[src/rtl/scarv_rng_arbiter.sv]
// Two-requester round-robin arbiter in front of a single scarv-cpu RNG.
// One transaction in flight; the RNG response is registered and returned
// to the requester that owns the transaction.
// Optional watchdog: define SCARV_RNG_ARB_TIMEOUT_EN to bound the RNG wait
// by TIMEOUT_CYCLES cycles and answer UNHEALTHY on expiry.
module scarv_rng_arbiter #(
  parameter logic [1:0]  SEED_MASK      = 2'b01,
  parameter logic [15:0] TIMEOUT_CYCLES = 16'd255
) (
  input  logic        g_clk,
  input  logic        g_resetn,
  input  logic [1:0]  req_valid,
  input  logic [5:0]  req_op,
  input  logic [63:0] req_data,
  output logic [1:0]  req_ready,
  output logic [1:0]  rsp_valid,
  output logic [2:0]  rsp_status,
  output logic [31:0] rsp_data,
  input  logic [1:0]  rsp_ready,
  output logic        rng_req_valid,
  output logic [2:0]  rng_req_op,
  output logic [31:0] rng_req_data,
  input  logic        rng_req_ready,
  input  logic        rng_rsp_valid,
  input  logic [2:0]  rng_rsp_status,
  input  logic [31:0] rng_rsp_data,
  output logic        rng_rsp_ready
);

  localparam logic [1:0] ST_IDLE  = 2'd0;
  localparam logic [1:0] ST_ISSUE = 2'd1;
  localparam logic [1:0] ST_WAIT  = 2'd2;
  localparam logic [1:0] ST_RESP  = 2'd3;

  localparam logic [2:0] OP_SEED        = 3'b001;
  localparam logic [2:0] STAT_UNHEALTHY = 3'b100;

  logic [1:0]  state_q, state_d;
  logic        last_grant_q;
  logic        owner_q;
  logic [2:0]  op_q;
  logic [31:0] data_q;
  logic [2:0]  status_q;
  logic [31:0] rdata_q;

  logic        any_req;
  logic        win;
  logic [2:0]  win_op;
  logic [31:0] win_data;
  logic        accept;
  logic        cap_rng;
  logic        cap_fail;
  logic        done;
  logic        timeout;

  assign any_req  = |req_valid;
  assign win_op   = win ? req_op[5:3] : req_op[2:0];
  assign win_data = win ? req_data[63:32] : req_data[31:0];

  // Pick the winner: a lone requester wins, a tie goes away from last_grant.
  always_comb begin
    unique case (req_valid)
      2'b10:   win = 1'b1;
      2'b11:   win = ~last_grant_q;
      default: win = 1'b0;
    endcase
  end

`ifdef SCARV_RNG_ARB_TIMEOUT_EN
  logic [15:0] cnt_q;

  // Watchdog: cleared while idle (so zero on entry to ISSUE), counts in ISSUE/WAIT.
  always_ff @(posedge g_clk) begin
    if (!g_resetn) begin
      cnt_q <= 16'd0;
    end else if (state_q == ST_ISSUE || state_q == ST_WAIT) begin
      cnt_q <= cnt_q + 16'd1;
    end else begin
      cnt_q <= 16'd0;
    end
  end

  // Expire as the counter steps onto the limit; a real response that cycle wins.
  assign timeout = (cnt_q + 16'd1 == TIMEOUT_CYCLES);
`else
  // Limit only matters with the watchdog built in.
  logic unused_timeout_cfg;
  assign unused_timeout_cfg = ^TIMEOUT_CYCLES;
  assign timeout = 1'b0;
`endif

  // Next-state and capture decisions.
  always_comb begin
    state_d  = state_q;
    accept   = 1'b0;
    cap_rng  = 1'b0;
    cap_fail = 1'b0;
    done     = 1'b0;
    unique case (state_q)
      ST_IDLE: begin
        if (any_req) begin
          accept = 1'b1;
          // Seed from a requester not allowed to seed is refused locally.
          if (win_op == OP_SEED && !SEED_MASK[win]) begin
            cap_fail = 1'b1;
            state_d  = ST_RESP;
          end else begin
            state_d  = ST_ISSUE;
          end
        end
      end
      ST_ISSUE: begin
        if (rng_req_ready && rng_rsp_valid) begin
          cap_rng = 1'b1;
          state_d = ST_RESP;
        end else if (timeout) begin
          cap_fail = 1'b1;
          state_d  = ST_RESP;
        end else if (rng_req_ready) begin
          state_d = ST_WAIT;
        end
      end
      ST_WAIT: begin
        if (rng_rsp_valid) begin
          cap_rng = 1'b1;
          state_d = ST_RESP;
        end else if (timeout) begin
          cap_fail = 1'b1;
          state_d  = ST_RESP;
        end
      end
      ST_RESP: begin
        if (rsp_ready[owner_q]) begin
          done    = 1'b1;
          state_d = ST_IDLE;
        end
      end
      default: state_d = ST_IDLE;
    endcase
  end

  // State and transaction registers.
  always_ff @(posedge g_clk) begin
    if (!g_resetn) begin
      state_q      <= ST_IDLE;
      last_grant_q <= 1'b1;
      owner_q      <= 1'b0;
      op_q         <= 3'd0;
      data_q       <= 32'd0;
      status_q     <= 3'd0;
      rdata_q      <= 32'd0;
    end else begin
      state_q <= state_d;
      if (accept) begin
        owner_q <= win;
        op_q    <= win_op;
        data_q  <= win_data;
      end
      if (cap_fail) begin
        status_q <= STAT_UNHEALTHY;
        rdata_q  <= 32'd0;
      end else if (cap_rng) begin
        status_q <= rng_rsp_status;
        rdata_q  <= rng_rsp_data;
      end
      if (done) begin
        last_grant_q <= owner_q;
      end
    end
  end

  // Outputs decoded from state, owner and registers (req_ready also from req_valid).
  always_comb begin
    req_ready = 2'b00;
    rsp_valid = 2'b00;
    if (state_q == ST_IDLE && any_req) begin
      req_ready[win] = 1'b1;
    end
    if (state_q == ST_RESP) begin
      rsp_valid[owner_q] = 1'b1;
    end
    rng_req_valid = (state_q == ST_ISSUE);
    rng_rsp_ready = (state_q == ST_ISSUE) || (state_q == ST_WAIT);
    rng_req_op    = op_q;
    rng_req_data  = data_q;
    rsp_status    = status_q;
    rsp_data      = rdata_q;
  end

endmodule

[config.mk]
export PLATFORM = sky130hd
export DESIGN_NAME = scarv_rng_arbiter
export DESIGN_NICKNAME = d
export VERILOG_FILES = /design/src/rtl/scarv_rng_arbiter.sv
export SDC_FILE = /design/constraint.sdc
export NUM_CORES = 1
export LEC_CHECK = 0
export ABC_AREA = 1
export CAP_MARGIN = 20
export CORE_UTILIZATION = 43
export DETAILED_ROUTE_END_ITERATION = 12
export PLACE_DENSITY = 0.84
export REMOVE_ABC_BUFFERS = 1
export SLEW_MARGIN = 20
export SYNTH_ARGS = -nofsm -noshare
export SYNTH_HDL_FRONTEND = slang
export SYNTH_SLANG_ARGS = --single-unit
[constraint.sdc]
create_clock -name g_clk -period 2.4 [get_ports g_clk]
set_input_delay 0.48 -clock g_clk [delete_from_list [all_inputs] [get_ports g_clk]]
set_output_delay 0.48 -clock g_clk [all_outputs]
set_load 0.1 [all_outputs]
==> out/metrics.cfg <==
[outcome]
outcome = complete, no violations

[finish]
mostFrequentLayoutCell = nand2_1
instances_no_fill = 835
finalNetCount = 846
layout_common_cells = nand2_1 (221), clkdlybuf4s50_1 (112), buf_4 (82)
antennaDiodeCount = 0
drive_gt1_share_pct = 14.9
area_growth_pct = 54.7
fin_util_pct = 70.1

[die]
start_util_pct = 45.3
dieHeight_um = 92.9
io_pins = 189
die_w_um = 92.9
die_area_um2 = 8630
core_region_area_um2 = 7850
rows = 32

[sta]
setup_viol = 0
fin_crit_ns = 2.24
slew-limit-headroom_pct = 56.8
post-route-period-util_pct = 93.2
skew_ns = 0.0115
maxSlewViolCount = 0
worstMarginPinSlew_ns = 0.645
max_freq_ghz = 0.447
hold_viol_final = 0
grt_setup_unrepaired = false

[global_routing]
grt_max_degree = 38
antenna_found_initial = 0
grt_pass1_vias = 3822
grt_use_total_pct = 25.2
grt_pass1_wl_um = 17300
grt_busiest_layer = met2
grt_overflow = 0
met2_usage_pct = 45.2
grt_util_met3_pct = 4.35
grt_use_met1_pct = 27.7

[critical_path]
path_max_fanout = 5
critical_path_required_ns = 1.92
crit_start = state_q[0]
start_kind = flop
critPathKind = flop to output port
r2r_cells = 9
crit_path_end_kind = output port
arrival_ns = 1.76
critical_path.endpoint = req_ready[0]
r2r_end = rsp_data[30]
rr_startpoint = state_q[0]
rrSetupSlack_ns = 0.42

[clock_network]
cts.sinks = 74
clockBufferDepth = 2
cts_inserted_buffers = 9
cts_resized = 0
cts_setup_buffers = 0
ctsHoldBuffers = 0
htreeDepth = 3
clkTransAtPathRegs_ns = 0.08
cts_tree = yes
cts-root-buf = clkbuf_8
insertion_delay_ns = 0.35

[route]
wl_per_cell_um = 12.9
drt_wl_total_um = 10800
vias = 4037
detail-route-antenna-nets = 0
drc = 0
firstDrtPassIters = 4
vias_per_cell = 4.83
drt_iter0_drc = 125

[synth]
yosys.area_share.simple_pct = 39.2
synth-adder-area-share_pct = 1.41
synth_cell_types = 21
synth_seq_cells = 74
synth_xor_area_share_pct = 0
ys_seq_area_share_pct = 41.7
syn_area_per_cell_um2 = 6.44
synthCells = 552
synth_top_family_by_area = simple AND/OR/NAND/NOR gates
synth_compound_area_share_pct = 6.72
synth_area_um2 = 3550
yosysWarningCount = 0
muxShareOfSynthArea_pct = 0

[power]
irDropWorstVdd_v = 0.000663
cellLeakagePower_nw = 2.60
p_per_area_nw_per_um2 = 1130

[place]
gp_congestion = 0.882
port_buffers = 188
dp_hpwl_um = 7860
place_inst = 820

[hold_path]
hp-class = flop to flop

[flow_run]
cap_violations = 0

## flip-flops by register name, summed over array words and instances (netlist names)
| signal | cells |
|---|---|
| last_grant_q | 1 |
| owner_q | 1 |
| rng_req_data | 32 |
| rng_req_op | 3 |
| rsp_data | 32 |
| rsp_status | 3 |
| state_q | 2 |
## metrics by stage
stage	power, mW	area (um2)	hold WS (ns)	setup TNS [ns]	setup slack [ns]
after global routing	6.51	5500	0.490	0	0.0402
after detailed placement	5.29	5320	0.460	0	0.181
after global placement	5.25	5320	0.453	0	0.197
final	6.20	5500	0.470	0	0.164
after floorplan	4.27	3370	0.480	-15.91	-1.53
after CTS	6.22	5500	0.470	0	0.150
## final cells by class
class                      instances  area [um2]
inverter                          55         206
clock inverter                     5        56.3
clock buffer                      10         128
multi-input combinational        391        1680
sequential                        74        1480
timing repair buffer             198        1820
tap                              102         128
fill                             685        2350
## layer usage
metal  wire [um]  up-vias
met5           0        -
met4         428        0
met2        5520      138
met3         560       33
li1            -     2060
met1        4300     1806
## power breakdown
part           leakage [nW]  switching [mW]  internal [mW]
Sequential            0.604           0.128           1.46
Combinational          1.91            2.79          0.899
Clock                0.0921           0.450          0.473
## cell families (layout without fill, tap and decap cells)
family | Yosys count | in the layout
DFF | 74 | 74
adders and majority gates | 4 | 4
and+or+nand+nor | 341 | 341
buffers and inverters | 87 | 268
AOI/OAI and AO/OA | 46 | 46
## synth_stat cells
cell type,count,share of area [%]
inv_2,3,0.32
clkinv_1,2,0.21
o21ai_0,4,0.56
buf_1,2,0.21
nand3b_1,1,0.21
a21oi_2,1,0.25
a21oi_1,39,5.5
nor2_1,40,4.2
dfxtp_1,74,42
ha_1,4,1.4
nand2_1,221,23
nand3_1,72,10
o211ai_1,2,0.42
clkbuf_1,14,1.5
buf_4,2,0.42
buf_2,8,1.1
nand3_2,1,0.28
nand4_1,2,0.35
nand2_2,4,0.70
inv_1,50,5.3
buf_6,6,1.9
## worst min-delay path by stage
stage	from	endpoint	cells after the start
after floorplan	owner_q	owner_q	2
after global routing	rng_req_data[21]	rng_req_data[21]	2
after detailed placement	rng_req_data[0]	rng_req_data[0]	2
after CTS	rng_req_data[27]	rng_req_data[27]	2
final	rng_req_data[0]	rng_req_data[0]	2
after global placement	rng_req_data[1]	rng_req_data[1]	2
## worst max-delay path, cell delays in order (launching register included)
cell and delay, ns:
dfxtp_1 0.35, inv_1 0.11, ha_1 0.22, inv_1 0.10, a21oi_2 0.15, inv_2 0.05, a21oi_1 0.22, buf_12 0.21
Power figures use the tool's default switching activity.
